==> config.mk <==
export PLATFORM = sky130hd
export DESIGN_NAME = regb_fifo_uart_tx_flat
export DESIGN_NICKNAME = d
export VERILOG_FILES = /design/src/rtl/regb_fifo_uart_tx_pkg.sv /design/src/rtl/regb_fifo_uart_tx_if.sv /design/src/rtl/regb_fifo_uart_tx_bit_timer.sv /design/src/rtl/regb_fifo_uart_tx.sv /design/src/flat_wrapper.sv
export SDC_FILE = /design/constraint.sdc
export NUM_CORES = 1
export LEC_CHECK = 0
export CAP_MARGIN = 10
export CORE_MARGIN = 3
export CORE_UTILIZATION = 50
export CTS_CLUSTER_DIAMETER = 120
export DETAILED_ROUTE_END_ITERATION = 12
export PLACE_DENSITY = 0.85
export SKIP_CTS_REPAIR_TIMING = 1
export SLEW_MARGIN = 30
export SYNTH_ARGS = -nofsm -noshare
export SYNTH_HDL_FRONTEND = slang
export SYNTH_SLANG_ARGS = --single-unit
export TNS_END_PERCENT = 5
==> constraint.sdc <==
create_clock -name clk -period 3.66 [get_ports clk]
set_input_delay 0.732 -clock clk [delete_from_list [all_inputs] [get_ports clk]]
set_output_delay 0.732 -clock clk [all_outputs]
set_load 0.01 [all_outputs]
==> src/rtl/regb_fifo_uart_tx_pkg.sv <==
// Shared constants for the regb_fifo UART drain stage: FSM encoding and parity modes.
package regb_fifo_uart_pkg;

  localparam logic [2:0] ST_IDLE  = 3'd0;
  localparam logic [2:0] ST_START = 3'd1;
  localparam logic [2:0] ST_DATA  = 3'd2;
  localparam logic [2:0] ST_PAR   = 3'd3;
  localparam logic [2:0] ST_STOP  = 3'd4;

  localparam int PARITY_NONE = 0;
  localparam int PARITY_EVEN = 1;
  localparam int PARITY_ODD  = 2;

endpackage

==> src/rtl/regb_fifo_uart_tx_if.sv <==
// Show-ahead FIFO read port; master is the FIFO, slave is the UART drain stage.
interface regb_fifo_uart_tx_if #(
  parameter int WIDTH = 8
);
  logic [WIDTH-1:0] fifo_rdata;
  logic             fifo_empty;
  logic             fifo_shift_out;

  modport master (output fifo_rdata, output fifo_empty, input fifo_shift_out);
  modport slave  (input fifo_rdata, input fifo_empty, output fifo_shift_out);
endinterface

==> src/rtl/regb_fifo_uart_tx_bit_timer.sv <==
// Per-bit cycle counter: counts 0..CLKS_PER_BIT-1 while a frame runs, flags the
// last and second-to-last cycle of every bit, and restarts on each frame start.
module uart_bit_timer #(
  parameter int CLKS_PER_BIT = 16
) (
  input  logic clk,
  input  logic res,
  input  logic i_run,
  input  logic i_restart,
  output logic o_bit_end,
  output logic o_pre_end
);

  localparam int CW = (CLKS_PER_BIT > 2) ? $clog2(CLKS_PER_BIT) : 1;
  localparam logic [CW-1:0] LAST = CW'(CLKS_PER_BIT - 1);
  localparam logic [CW-1:0] PRE  = CW'(CLKS_PER_BIT - 2);

  logic [CW-1:0] r_cnt;

  // NOTE: sequential state uses <= so every flop samples pre-edge values, independent of block order.
  always_ff @(posedge clk) begin
    if (res || i_restart || !i_run || (r_cnt == LAST)) begin
      r_cnt <= '0;
    end else begin
      r_cnt <= r_cnt + 1'b1;
    end
  end

  assign o_bit_end = i_run && (r_cnt == LAST);
  assign o_pre_end = i_run && (r_cnt == PRE);

endmodule

==> src/rtl/regb_fifo_uart_tx.sv <==
// Drains a show-ahead register FIFO onto an async serial line:
// start bit, WIDTH data bits LSB first, optional parity, 1 or 2 stop bits.
module regb_fifo_uart_tx
  import regb_fifo_uart_pkg::*;
#(
  parameter int WIDTH        = 8,
  parameter int CLKS_PER_BIT = 16,
  parameter int STOP_BITS    = 1,
  parameter int PARITY       = PARITY_NONE
) (
  input  logic                clk,
  input  logic                res,
  regb_fifo_uart_tx_if.slave  fifo,
  input  logic                enable,
  output logic                tx,
  output logic                busy,
  output logic                frame_done
);

  if (CLKS_PER_BIT < 2) begin : g_chk_cpb
    $error("regb_fifo_uart_tx: CLKS_PER_BIT must be >= 2");
  end
  if ((STOP_BITS < 1) || (STOP_BITS > 2)) begin : g_chk_stop
    $error("regb_fifo_uart_tx: STOP_BITS must be 1 or 2");
  end
  if ((PARITY < PARITY_NONE) || (PARITY > PARITY_ODD)) begin : g_chk_par
    $error("regb_fifo_uart_tx: PARITY must be 0, 1 or 2");
  end

  localparam int BW = (WIDTH > 1) ? $clog2(WIDTH) : 1;
  localparam logic [BW-1:0] LAST_BIT  = BW'(WIDTH - 1);
  localparam logic          LAST_STOP = 1'(STOP_BITS - 1);

  logic [2:0]       r_state;
  logic [WIDTH-1:0] r_shift;
  logic [BW-1:0]    r_bit_cnt;
  logic             r_stop_cnt;
  logic             r_par;
  logic             r_tx;
  logic             r_busy;
  logic             r_frame_done;

  logic w_bit_end;
  logic w_pre_end;
  logic w_last_stop;
  logic w_pop;

  uart_bit_timer #(
    .CLKS_PER_BIT (CLKS_PER_BIT)
  ) u_timer (
    .clk       (clk),
    .res       (res),
    .i_run     (r_state != ST_IDLE),
    .i_restart (w_pop),
    .o_bit_end (w_bit_end),
    .o_pre_end (w_pre_end)
  );

  assign w_last_stop = (r_state == ST_STOP) && (r_stop_cnt == LAST_STOP);

  // Pop from idle, or in the final stop cycle so the next frame follows with no gap.
  // Gated by res so a word is never taken from the FIFO and then dropped by reset.
  assign w_pop = !res && enable && !fifo.fifo_empty &&
                 ((r_state == ST_IDLE) || (w_last_stop && w_bit_end));

  assign fifo.fifo_shift_out = w_pop;

  always_ff @(posedge clk) begin
    // NOTE: the shift register is reset with the rest so a reset mid-frame leaves no stale word behind.
    if (res) begin
      r_state      <= ST_IDLE;
      r_shift      <= '0;
      r_bit_cnt    <= '0;
      r_stop_cnt   <= 1'b0;
      r_par        <= 1'b0;
      r_tx         <= 1'b1;
      r_busy       <= 1'b0;
      r_frame_done <= 1'b0;
    end else begin
      r_frame_done <= w_last_stop && w_pre_end;
      if (w_pop) begin
        r_state    <= ST_START;
        r_shift    <= fifo.fifo_rdata;
        r_par      <= (PARITY == PARITY_ODD) ? ~^fifo.fifo_rdata : ^fifo.fifo_rdata;
        r_bit_cnt  <= '0;
        r_stop_cnt <= 1'b0;
        r_tx       <= 1'b0;
        r_busy     <= 1'b1;
      end else if (w_bit_end) begin
        case (r_state)
          ST_START: begin
            r_state <= ST_DATA;
            r_tx    <= r_shift[0];
            r_shift <= r_shift >> 1;
          end
          ST_DATA: begin
            if (r_bit_cnt == LAST_BIT) begin
              if (PARITY != PARITY_NONE) begin
                r_state <= ST_PAR;
                r_tx    <= r_par;
              end else begin
                r_state <= ST_STOP;
                r_tx    <= 1'b1;
              end
            end else begin
              r_bit_cnt <= r_bit_cnt + 1'b1;
              r_tx      <= r_shift[0];
              r_shift   <= r_shift >> 1;
            end
          end
          ST_PAR: begin
            r_state <= ST_STOP;
            r_tx    <= 1'b1;
          end
          ST_STOP: begin
            if (r_stop_cnt == LAST_STOP) begin
              r_state <= ST_IDLE;
              r_busy  <= 1'b0;
            end else begin
              r_stop_cnt <= r_stop_cnt + 1'b1;
            end
          end
          default: begin
            r_state <= ST_IDLE;
            r_tx    <= 1'b1;
            r_busy  <= 1'b0;
          end
        endcase
      end
    end
  end

  assign tx         = r_tx;
  assign busy       = r_busy;
  assign frame_done = r_frame_done;

endmodule

==> src/flat_wrapper.sv <==
// flat-port wrapper written by rule: the top's interface ports become plain ports
module regb_fifo_uart_tx_flat import regb_fifo_uart_pkg::*;
#(
  parameter int WIDTH        = 8,
  parameter int CLKS_PER_BIT = 16,
  parameter int STOP_BITS    = 1,
  parameter int PARITY       = PARITY_NONE
)
  (clk, res, enable, tx, busy, frame_done, fifo_fifo_rdata, fifo_fifo_empty, fifo_fifo_shift_out);
  regb_fifo_uart_tx_if #(.WIDTH(WIDTH)) fifo_i ();
  input  logic clk;
  input  logic res;
  input  logic enable;
  output logic tx;
  output logic busy;
  output logic frame_done;
  input wire logic [$bits(fifo_i.fifo_rdata)-1:0] fifo_fifo_rdata;
  input wire logic [$bits(fifo_i.fifo_empty)-1:0] fifo_fifo_empty;
  output wire logic [$bits(fifo_i.fifo_shift_out)-1:0] fifo_fifo_shift_out;
  assign fifo_i.fifo_rdata = fifo_fifo_rdata;
  assign fifo_i.fifo_empty = fifo_fifo_empty;
  assign fifo_fifo_shift_out = fifo_i.fifo_shift_out;
  regb_fifo_uart_tx #(.WIDTH(WIDTH), .CLKS_PER_BIT(CLKS_PER_BIT), .STOP_BITS(STOP_BITS), .PARITY(PARITY)) u_core (.clk(clk), .res(res), .fifo(fifo_i), .enable(enable), .tx(tx), .busy(busy), .frame_done(frame_done));
endmodule
* Word level (Yosys, flattened, before mapping) *
Cells that the tools add are included.

word-level totals
  bits in writable memories = 0
  latch bits = 0
  register bits = 22
  bits of input ports = 12
  memory bits (read-only) = 0
  logic and storage cells = 74
  memories kept = 0
  output and inout port bits = 4

cells by class
  reductions and logical operators = 28
  add/sub/neg operators = 3
  $mul = 0
  divide/modulo/power cells = 0
  equality and inequality tests = 14
  order comparisons = 0
  bitwise operators = 2
  shift-type cells = 0
  multiplexer cells = 18

operators with widths
  cell                   count
  $mux W8                3
  $pmux W8 S2            1
  $reduce_and A3 Y1      5
  $pmux W3 S4            1
  $mux W1                9
  $eq A4 B4 Y1 const B   2
  $logic_and A1 B1 Y1    8
  $eq A3 B2 Y1 const B   2
  $eq A3 B3 Y1 const B   2
  $mux W3                2
  $ne A3 B3 Y1 const B   2
  $reduce_bool A3 Y1     2
  $add A4 B1 Y4 const B  1
  $logic_or A1 B1 Y1     4
  $ne A2 B1 Y1 const B   2
  $ne A2 B2 Y1 const B   2
  $reduce_and A2 Y1      2
  $add A3 B1 Y3 const B  1
  $eq A3 B1 Y1 const B   1
  $logic_not A1 Y1       3
  $logic_not A3 Y1       1
  $ne A3 B2 Y1 const B   1
  $pmux W1 S3            1
  $reduce_or A3 Y1       1
  5 further kinds        6

* Longest topological paths before layout *
  depth after elaboration = 8
  gate-level depth with buffers = 8
  gate-level depth less buffers = 6

* Hierarchy *
From an unflattened synthesis, not the netlist that was laid out.

unflattened totals
  cells, all modules = 111
  area total of the unflattened synthesis = 1007.2 sq um

by module, submodules not included
  module             cells each  instances  sequential area each (sq um)  area each (sq um)
  regb_fifo_uart_tx  92          1          340.3                         822.0
  uart_bit_timer     19          1          80.1                          185.2

* Worst setup path before layout *
Ideal clock, no wire load.

  kind = input to output
  start = input res
  end = output fifo_fifo_shift_out
  data required time = 2928 ps
  path buffers = 1
  path slack = 1281 ps
  cell stages on the path = 4
  data arrival time = 1647 ps
  cell sequence = or3_4 -> a2111o_1 -> buf_6 -> clkinv_4

on the way
  word-level cells in the longest chain between the ends = 4

RTL lines
  what                               RTL line                 text
  from (decl)                        flat_wrapper.sv:12       input logic res;
  $logic_not A1 Y1                   regb_fifo_uart_tx.sv:63  assign w_pop = !res && enable && !fifo.fifo_empty &&
  $logic_and A1 B1 Y1 (3 in series)  regb_fifo_uart_tx.sv:63
  to (decl)                          flat_wrapper.sv:19       output wire logic [$bits(fifo_i.fifo_shift_out)-1:0] fifo_fifo_shift_out;

Every way passes these cells.

* Worst setup path in the final report *
Ends and elaborated chain as after synthesis.

==> reports/results.txt <==
Outcome: finished clean
Vias in the first global route: 744
Critical path arrival: 2.57 ns
Clock Skew: 0.00173 ns
RR Endpoint: u_core.r_shift[2]$_SDFFE_PP0P_
Post-Place Worst Slack: 0.340 ns
Routed Wire Length: 1.78 mm
HP Class: flip-flop to flip-flop
Dpl cells: 141
H-tree depth: 1
Min Tclk post-route: 3.31 ns
Post-DR wirelength/cell: 12.3 um
Final WS setup: 0.354 ns
Post-place instance area: 1120 um^2
Sum Neg Setup Slack: 0 ns
Reg2reg start: u_core.u_timer.r_cnt[0]$_SDFF_PP0_
Syn Area/Cell: 9.26 um^2
Row Count: 15
Crit share post-route: 90.3%
Clock root buffer: clkbuf_4
Synth Flop Type: dfxtp_1
Max-cap violations: 0
Post-synth cell types: 30
Hold Vio Cnt, Final: 0
TritonCTS clock tree: done
Die height: 49.7 um
Clock tree sinks: 21
Synth Warn #: 0
Fill cell count: 154
Comb power frac: 11.7%
CP max FO: 5
Internal Power: 0.305 mW
DRC Markers: 0
Final setup fails: 0
Initial Util: 54.0%
Slew @ Worst Pin: 0.534 ns
Setup slack, reg-to-reg: 1.77 ns
Sw frac: 23.5%
Worst Hold Slack: 0.477 ns
Clock power frac: 27.4%
Hold Path Stages: 1
Half-perimeter wire length after placement: 1.33 mm
Yosys reg bits: 21
Pin count of the biggest net entering global routing: 13
Worst vdd ir: 0.000186 V
Initial DRC count: 18
Vias: 762
Critical path type: primary input to output pin
Total area of sequential cells: 420 um^2
Area Growth Syn to Fin: 20.3%
IO Count: 16
DIE AREA: 2470 um^2
Synth Cell Area: 953 um^2
Final nets: 137
# port buffers: 15
Seq/Total Area, Yosys: 44.1%
Design area: 1150 um^2
Commonest non-fill, non-tap cell in the layout: dfxtp_1
Synthesized instance count: 103
Worst EP required: 2.93 ns
Crit end category: output pin
Max Fclk: 0.303 GHz
Asr flop ratio synth: 0%
Reg power frac: 60.9%
Grt ovf: 0
Share of cells above drive strength 1: 7.50%
Most frequent cells in the layout: 21 x dfxtp_1, 15 x clkdlybuf4s50_1, 11 x nor2_1, 11 x a21oi_1, 9 x inv_1
Clock tree buffer depth: 2
Critical Path Start: res
Worst setup endpoint: fifo_fifo_shift_out
PD cells: 347 nW/um^2
GR Util All Layers: 16.4%
Setup crit start kind: primary input
Max_slew headroom: 64.1%
Layout Cells excl Fill: 145
Cell leakage power: 0.464 nW
RSZ-0062 raised after global routing: false
Pre-antenna DRT Iters: 4
Die extent in x: 49.7 um
Core ar.: 1760 um^2
Final GP Congestion: 0.745
Worst-Skew Late Latency: 0.30 ns
Worst r2r path cells: 5
CTS buffer count: 3
First-pass GRT wire length: 3.15 mm
Post-synth EDFFs: 0
Switch Pwr: 0.0934 mW
Final ANT Viol Nets: 0
Vias per cell: 5.26
Pins Over Slew Limit: 0
Antenna cell count: 0
Syn Nets: 119
Worst-path clk slew: 0.11 ns
Initial antenna violation count: 0
Multi-input logic area: 460 um^2
-- per-stage QoR --
step                      power [mW]  utilization, %
after floorplan                0.272               -
after detailed placement       0.295            63.5
after global placement         0.293            63.5
final                          0.398            65.0
after CTS                      0.405            65.0
after global routing           0.420            65.0
-- synth_stat cells, types with 2 or more instances --
cell	count	area (um^2)
dfxtp_1	21	420
a21oi_1	11	55.1
nor2_1	11	41.3
inv_1	9	33.8
o221a_1	7	78.8
ha_1	4	50.1
nand2_1	4	15.0
nor3_1	4	20.0
mux2i_1	3	30.0
nand3_1	3	15.0
o21ai_0	3	15.0
buf_6	2	22.5
clkbuf_1	2	7.51
nor2b_1	2	12.5
xor2_1	2	17.5
-- area by class of cell --
type,instances,area share [%]
multi-input cells,68,40.1
flip-flops and latches,21,36.6
repair buffers,17,14.4
inverters,10,3.71
well taps,25,2.73
clock buffers,3,1.96
clock inverters,1,0.436
-- layer usage --
metal / vias to the layer above / GRT usage [%] / wire length (um) / part of all wire (%)
met5: - / 0 / 0 / 0
met4: 0 / 8.29 / 14 / 0.79
met3: 2 / 5.14 / 86 / 4.8
met2: 15 / 26.9 / 847 / 48
met1: 347 / 19.1 / 832 / 47
li1: 398 / - / - / -
-- worst min-delay path by stage --
stage,from,to
floorplan,u_core.u_timer.r_cnt[0]$_SDFF_PP0_,u_core.u_timer.r_cnt[0]$_SDFF_PP0_
global placement,u_core.u_timer.r_cnt[0]$_SDFF_PP0_,u_core.u_timer.r_cnt[0]$_SDFF_PP0_
detailed placement,u_core.u_timer.r_cnt[0]$_SDFF_PP0_,u_core.u_timer.r_cnt[0]$_SDFF_PP0_
CTS,u_core.u_timer.r_cnt[0]$_SDFF_PP0_,u_core.u_timer.r_cnt[0]$_SDFF_PP0_
global route,u_core.u_timer.r_cnt[0]$_SDFF_PP0_,u_core.u_timer.r_cnt[0]$_SDFF_PP0_
finish,u_core.u_timer.r_cnt[0]$_SDFF_PP0_,u_core.u_timer.r_cnt[0]$_SDFF_PP0_
-- kinds of logic (layout without fill, tap and decap cells) --
logic type	Yosys count	after routing	synth area share, %
simple gates	32	32	17.2
compound gates	26	26	19.9
flops	21	21	44.1
buf+inv	14	31	7.61
fa+ha+maj	4	4	5.25
xor+xnor	3	3	2.76
mux	3	3	3.15
-- worst max-delay path, cell delays in order --
cell,delay (ns)
clkdlybuf4s50_1,0.43
or3_4,0.35
a2111o_1,0.46
clkinv_4,0.08
clkdlybuf4s50_1,0.53
-- state kept, by name (all words and copies together), names as in the netlist --
signal,count
u_core.frame_done,1
u_core.busy,1
u_core.r_state,3
u_core.r_shift,8
u_core.tx,1
u_core.u_timer.r_cnt,4
u_core.r_bit_cnt,3
-- power groups by stage --
stage | combinational, mW | sequential (mW) | clock, mW
2_1_floorplan | 0.0251 | 0.247 | 0
5_1_grt | 0.0515 | 0.244 | 0.125
4_1_cts | 0.0472 | 0.243 | 0.115
3_3_place_gp | 0.0454 | 0.247 | 0
3_5_place_dp | 0.0469 | 0.248 | 0
6_report | 0.0467 | 0.243 | 0.109
Power figures use the tool's default switching activity.
